<file path="config.mk">
export PLATFORM = sky130hd
export DESIGN_NAME = wb_uart_tx_pop
export DESIGN_NICKNAME = d
export VERILOG_FILES = /design/src/rtl/wb_uart_tx_pop.sv
export SDC_FILE = /design/constraint.sdc
export NUM_CORES = 1
export LEC_CHECK = 0
export CAP_MARGIN = 0
export CORE_ASPECT_RATIO = 1.1
export CORE_MARGIN = 2
export CORE_UTILIZATION = 41
export DETAILED_ROUTE_END_ITERATION = 10
export GPL_TIMING_DRIVEN = 0
export HOLD_SLACK_MARGIN = 0.1
export SETUP_SLACK_MARGIN = 0.3
export SYNTH_ARGS = -nofsm -noshare
export SYNTH_HDL_FRONTEND = slang
export SYNTH_SLANG_ARGS = --single-unit
</file>
<file path="constraint.sdc">
create_clock -name i_clk -period 2.3 [get_ports i_clk]
set_input_delay 0.345 -clock i_clk [delete_from_list [all_inputs] [get_ports i_clk]]
set_output_delay 0.345 -clock i_clk [all_outputs]
set_load 0.02 [all_outputs]
</file>
<file path="src/rtl/wb_uart_tx_pop.sv">
`default_nettype none
// ============================================================================
// Module   : wb_uart_tx_pop
// Purpose  : Pops bytes from a TX FIFO over a Wishbone pop bus and shifts
//            each one out as an 8N1 UART frame, LSB first.
// Revision : 1.0 - initial release
// ============================================================================
module wb_uart_tx_pop #(
    parameter int DW           = 8,
    parameter int CLKS_PER_BIT = 16
) (
    input  logic          i_clk,
    input  logic          i_reset,
    input  logic          i_fifo_empty,
    output logic          o_wb_pop_stb,
    output logic          o_wb_pop_cyc,
    input  logic          i_wb_pop_stall,
    input  logic          i_wb_pop_ack,
    input  logic [DW-1:0] i_wb_pop_data,
    output logic          o_tx,
    output logic          o_busy
);

    localparam int CW = (CLKS_PER_BIT > 1) ? $clog2(CLKS_PER_BIT) : 1;
    localparam int BW = (DW > 1) ? $clog2(DW) : 1;
    localparam logic [CW-1:0] C_CLK_LAST = CW'(CLKS_PER_BIT - 1);
    localparam logic [BW-1:0] C_BIT_LAST = BW'(DW - 1);

    typedef enum logic [2:0] {
        S_IDLE  = 3'd0,
        S_POP   = 3'd1,
        S_WAIT  = 3'd2,
        S_START = 3'd3,
        S_DATA  = 3'd4,
        S_STOP  = 3'd5
    } state_t;

    state_t          r_state;
    state_t          w_state_nxt;
    logic            r_tx;
    logic            w_tx_nxt;
    logic            r_stb;
    logic            w_stb_nxt;
    logic [CW-1:0]   r_clk_cnt;
    logic [CW-1:0]   w_clk_cnt_nxt;
    logic [BW-1:0]   r_bit_cnt;
    logic [BW-1:0]   w_bit_cnt_nxt;
    logic [DW-1:0]   r_shift;
    logic [DW-1:0]   w_shift_nxt;
    logic [DW-1:0]   w_shift_sh;
    logic            w_bit_end;

    // The pop side never stalls, so the stall input has no effect.
    logic            w_unused_stall;
    assign w_unused_stall = i_wb_pop_stall;

    assign w_bit_end  = (r_clk_cnt == C_CLK_LAST);
    assign w_shift_sh = r_shift >> 1;

    always_comb begin
        w_state_nxt   = r_state;
        w_tx_nxt      = r_tx;
        w_stb_nxt     = 1'b0;
        w_clk_cnt_nxt = r_clk_cnt;
        w_bit_cnt_nxt = r_bit_cnt;
        w_shift_nxt   = r_shift;

        case (r_state)
            S_IDLE: begin
                w_tx_nxt      = 1'b1;
                w_clk_cnt_nxt = '0;
                if (!i_fifo_empty) begin
                    w_state_nxt = S_POP;
                    w_stb_nxt   = 1'b1;
                end
            end

            S_POP: begin
                w_state_nxt = S_WAIT;
            end

            // No ack here means the FIFO refused or ran dry: drop back quietly.
            S_WAIT: begin
                if (i_wb_pop_ack) begin
                    w_shift_nxt   = i_wb_pop_data;
                    w_tx_nxt      = 1'b0;
                    w_clk_cnt_nxt = '0;
                    w_state_nxt   = S_START;
                end else begin
                    w_state_nxt   = S_IDLE;
                end
            end

            S_START: begin
                if (w_bit_end) begin
                    w_tx_nxt      = r_shift[0];
                    w_bit_cnt_nxt = '0;
                    w_clk_cnt_nxt = '0;
                    w_state_nxt   = S_DATA;
                end else begin
                    w_clk_cnt_nxt = r_clk_cnt + CW'(1);
                end
            end

            S_DATA: begin
                if (w_bit_end) begin
                    w_clk_cnt_nxt = '0;
                    if (r_bit_cnt == C_BIT_LAST) begin
                        w_tx_nxt    = 1'b1;
                        w_state_nxt = S_STOP;
                    end else begin
                        w_shift_nxt   = w_shift_sh;
                        w_tx_nxt      = w_shift_sh[0];
                        w_bit_cnt_nxt = r_bit_cnt + BW'(1);
                    end
                end else begin
                    w_clk_cnt_nxt = r_clk_cnt + CW'(1);
                end
            end

            S_STOP: begin
                if (w_bit_end) begin
                    w_clk_cnt_nxt = '0;
                    w_state_nxt   = S_IDLE;
                end else begin
                    w_clk_cnt_nxt = r_clk_cnt + CW'(1);
                end
            end

            default: begin
                w_tx_nxt      = 1'b1;
                w_clk_cnt_nxt = '0;
                w_state_nxt   = S_IDLE;
            end
        endcase
    end

    always_ff @(posedge i_clk) begin
        if (i_reset) begin
            r_state   <= S_IDLE;
            r_tx      <= 1'b1;
            r_stb     <= 1'b0;
            r_clk_cnt <= '0;
            r_bit_cnt <= '0;
            r_shift   <= '0;
        end else begin
            r_state   <= w_state_nxt;
            r_tx      <= w_tx_nxt;
            r_stb     <= w_stb_nxt;
            r_clk_cnt <= w_clk_cnt_nxt;
            r_bit_cnt <= w_bit_cnt_nxt;
            r_shift   <= w_shift_nxt;
        end
    end

    assign o_tx         = r_tx;
    assign o_wb_pop_stb = r_stb;
    assign o_wb_pop_cyc = (r_state == S_POP) || (r_state == S_WAIT);
    assign o_busy       = (r_state != S_IDLE);

endmodule
`default_nettype wire

</file>
# --- Word-level counts from Yosys, hierarchy flattened ---
# Cells that the tools add are included.
classes:
  eq_ne: 14
  add_sub_neg: 2
  n_mux: 23
  reduce_logical: 13
  bitwise: 3
op_table:
  columns: ["op", "count"]
  rows:
  - ["2-to-1 mux 8 bit", 3]
  - ["2-to-1 mux 3 bit", 7]
  - ["one-hot mux 3 bit (6 select lines)", 1]
  - ["one-hot mux 8 bit (2 select lines)", 1]
  - ["inequality test 2 bit, second input constant", 7]
  - ["one-hot mux 4 bit (3 select lines)", 1]
  - ["AND reduction 4 bit", 3]
  - ["== test 3 bit, second input constant", 3]
  - ["2-to-1 mux 4 bit", 2]
  - ["== test 3 x 2 -> 1 bit, second input constant", 2]
  - ["one-hot mux 3 bit (2 select lines)", 1]
  - ["2-to-1 mux 1 bit", 5]
  - ["AND reduction 5 bit", 1]
  - ["adder 4 x 1 -> 4 bit, second input constant", 1]
  - ["== test 4 bit, second input constant", 1]
  - ["one-hot mux 1 bit (4 select lines)", 1]
  - ["nonzero test 2 bit", 2]
  - ["OR reduction 2 bit", 2]
  - ["adder 3 x 1 -> 3 bit, second input constant", 1]
  - ["== test 3 x 1 -> 1 bit, second input constant", 1]
  - ["logical NOT 3 bit", 1]
  - ["NOT 1 bit", 3]
  - ["nonzero test 3 bit", 1]
  - ["OR reduction 3 bit", 1]
  - ["other kinds (3)", 3]
totals:
  regBits: 20
  in_bits: 13
  elab_cells: 61

# --- Longest topological paths before layout ---
depth:
  word_depth: 4
  depth_mapped: 6
  mapped_depth_nobuf: 6

# --- Least setup slack after synthesis ---
# OpenSTA, ideal clock, no wires.
synth_path:
  path_kind: "register -> register"
  start: "register r_bit_cnt[0]"
  end: "register r_bit_cnt[0]"
  arrival_ps: 1635
  setup_slack_ps: 538
  synth_period_minus_slack_ps: 1762
  stages_incl_launch_ff: 7
  cell_sequence: "dfxtp_1 -> ha_1 -> ha_1 -> or4b_1 -> a21oi_2 -> mux2i_1 -> nor2_1"
synth_between:
  elab_chain_cells: 4
  word_cells_on_any_way: 7
  classes_between: "1 x add/sub; 2 x eq/ne; 3 x mux; 1 x reduce/logical"
synth_lines:
  columns: ["item", "line", "source"]
  rows:
  - ["from (decl)", "46", "logic [BW-1:0] r_bit_cnt;"]
  - ["from (signal assigned)", "151", "r_bit_cnt <= w_bit_cnt_nxt;"]
  - ["adder 3 x 1 -> 3 bit", "114", "w_bit_cnt_nxt = r_bit_cnt + BW'(1);"]
  - ["2-to-1 mux 3 bit", "108", "if (r_bit_cnt == C_BIT_LAST) begin"]
  - ["2-to-1 mux 3 bit", "106", "if (w_bit_end) begin"]
  - ["one-hot mux 3 bit (2 select lines)", "68", "case (r_state)"]
# Several ways; a longest one is shown, not always the timed one. The select of a mux whose other input is x is not followed.
# A chain may end at the register's enable or synchronous reset.

# --- Worst setup path in the final report ---
layout_path:
  start: "register r_state[0]"
  end: "output port o_wb_pop_cyc"
layout_between:
  elab_chain_cells: 2
  word_cells_on_any_way: 3
  classes_between: "2 x eq/ne; 1 x reduce/logical"
layout_lines:
  columns: ["item", "line", "source"]
  rows:
  - ["from (decl)", "38", "state_t r_state;"]
  - ["from (signal assigned)", "147", "r_state <= w_state_nxt;"]
  - ["== test 3 x 1 -> 1 bit or == test 3 x 2 -> 1 bit (tied branches)", "158", "assign o_wb_pop_cyc = (r_state == S_POP) || (r_state == S_WAIT);"]
  - ["logical OR 1 bit (*)", "158", null]
  - ["to (decl)", "16", "output logic o_wb_pop_cyc,"]
# Mark *: on every way between the ends. The rest lies on a longest branch, timed or not.

==> out/summary.txt <==
Pins Over Slew Limit: 0
Layout Cells excl Fill: 175
Routed Antenna Nets: 0
Tcrit/Tclk final: 82.7%
Setup Fix Bufs, Post-CTS: 0
fmax: 0.526 GHz
crit end category: output port
pin count of the biggest net entering global routing: 11
initial antenna violation count: 0
post-synthesis cell type count: 38
vias in the first global route: 930
port bufs: 14
First-pass DRT Iterations: 4
Post-Syn Area per Cell: 8.56 um2
Synth top area share: 36.8%
RSZ-0062 raised after global routing: false
vias per inst: 5.56
CP Launch Type: flop
DP Cell Count: 172
Die W: 53.1 um
Leakage Power: 0.000501 uW
nets@finish: 163
Yosys top cell by area: dfxtp_1
Residual DRC: 0
top post-synthesis cells by area: dfxtp_1 37%, nand2_1 6.6%, nor2_1 6.2%
Worst Hold Class: in2reg
first-pass GRT wire length: 4000 um
most common cell after layout, fill and taps aside: dfxtp_1
CTS Sinks: 20
clock latency on the worst-skew pair: 0.30 ns
CTS root buffer: clkbuf_4
Num CTS Buffers: 3
# hold bufs at CTS: 0
number of max-cap violations: 0
final hold violations: 0
top-level I/O count: 17
pwr/cell area: 528 nW/um2
commonest non-fill, non-tap cells in the layout: 20 x dfxtp_1, 19 x nand2_1, 18 x nor2_1
1st-iter DRT viols: 31
total wire length: 2310 um
CP max FO: 10
Synth Warn #: 0
RD Place Congestion: 0.799
Total GRT Usage: 17.3%
Syn Nets: 144
CP arrival: 1.56 ns
core area: 2520 um2
Via Count: 973
die area: 3080 um2
Area Overhead vs Synth: 18.5%
Syn Std Cell Area: 1090 um2
register area share after synthesis: 36.8%
Reg clk slew, reported paths: 0.11 ns
status: finished clean
CTS H-tree depth: 1
WS Path Type: reg2out
Critical Path RT: 1.96 ns
setup TNS: 0 ns
Slew headroom: 61.7%
hpwl dp: 1730 um
die height: 58.0 um
CTS max path bufs: 2
clk_skew: 0.00389 ns
Rows: 19
routed len/inst: 13.2 um
Final Critical Period: 1.90 ns
Initial Util: 43.1%
final setup vio count: 0
worst vdd ir: 0.478 mV
Slew @ Worst Pin: 0.572 ns
remaining global-route overflow: 0
n_diodes: 0
share of cells above drive strength 1: 10.4%
Synth Instances: 127
TritonCTS clock tree: built
post-synthesis register bit count: 20
==> worst paths after layout <==
kind                startpoint      endpoint  slack (ns)  depth (start not counted)
setup / recovery    r_state[0]  o_wb_pop_cyc        0.40                          4
hold / removal         i_reset  r_bit_cnt[2]        0.46                          2
setup reg to reg  r_bit_cnt[0]  r_bit_cnt[0]        0.40                          6
hold reg to reg     r_shift[4]    r_shift[3]        0.50                          2
==> cells in the mapped netlist (all sizes together) <==
cell type and n:
a2111oi 1, a211oi 1, a21boi 1, a21o 1, a21oi 10, a22oi 1
a2bb2oi 1, a311oi 7, a31oi 1, and2 2, and3 1, buf 3
clkbuf 4, dfxtp 20, ha 4, inv 2, mux2i 5, nand2 19
nand2b 3, nand3 3, nand3b 1, nor2 18, nor2b 1, nor3 2
nor3b 1, o21ai 4, o311ai 1, o31a 1, o31ai 2, or3 1
or3b 2, or4b 2, or4bb 1
==> registers in the layout, summed over array words and instances (netlist names) <==
name          flops
o_tx              1
o_wb_pop_stb      1
r_bit_cnt         3
r_clk_cnt         4
r_shift           8
r_state           3
==> per-stage QoR <==
stage	setup WS, ns	hold WS (ns)	cell area (um2)	utilization, %	total power, uW
floorplan	0.538	0.424	1090	-	470
global placement	0.170	0.472	1270	50.2	525
detailed placement	0.162	0.485	1270	50.2	527
CTS	0.371	0.468	1290	51.1	689
global route	0.304	0.501	1290	51.1	723
finish	0.399	0.465	1290	51.1	680
==> repair_timing <==
item / CTS / global route
endpoints found under the setup margin: 2 / 4
pin swaps: 0 / 1
gates resized for setup: 3 / 1
==> routing by layer <==
layer,global-route usage (%),share of wire (%)
met1,22.2,46
met2,29.5,48
met3,2.84,4.2
met4,5.49,1.1
met5,0,0
==> area by class of cell <==
| class | count | area [um2] |
|---|---|---|
| plain buffers | 7 | 37.5 |
| clock buffers | 3 | 22.5 |
| fillers | 261 | 1230 |
| inverters | 2 | 7.51 |
| multi-input cells | 98 | 643 |
| flip-flops and latches | 20 | 400 |
| well taps | 31 | 38.8 |
| repair buffers | 14 | 139 |
==> logic make-up (layout without fill, tap and decap cells) <==
family	Yosys count	count (layout)	synth area share, %
mux	5	5	4.60
simple gates	57	57	26.2
compound gates	32	32	23.7
flops	20	20	36.8
buf+inv	9	26	4.03
fa+ha+maj	4	4	4.60
==> where the power goes <==
| group | internal, uW | leakage [uW] | switching (uW) |
|---|---|---|---|
| Combinational | 66.5 | 0.000325 | 72.7 |
| Clock | 61.0 | 0.0000138 | 105 |
| Sequential | 363 | 0.000162 | 12.2 |
| Total | 490 | 0.000501 | 190 |
==> critical path, stage by stage, from the launching register on <==
cell and delay, ns:
dfxtp_1 0.39, clkbuf_2 0.20, nand2b_1 0.19, a21oi_1 0.14
dlygate4sd2_1 0.34
No activity file was read; power rests on OpenSTA's default activity.
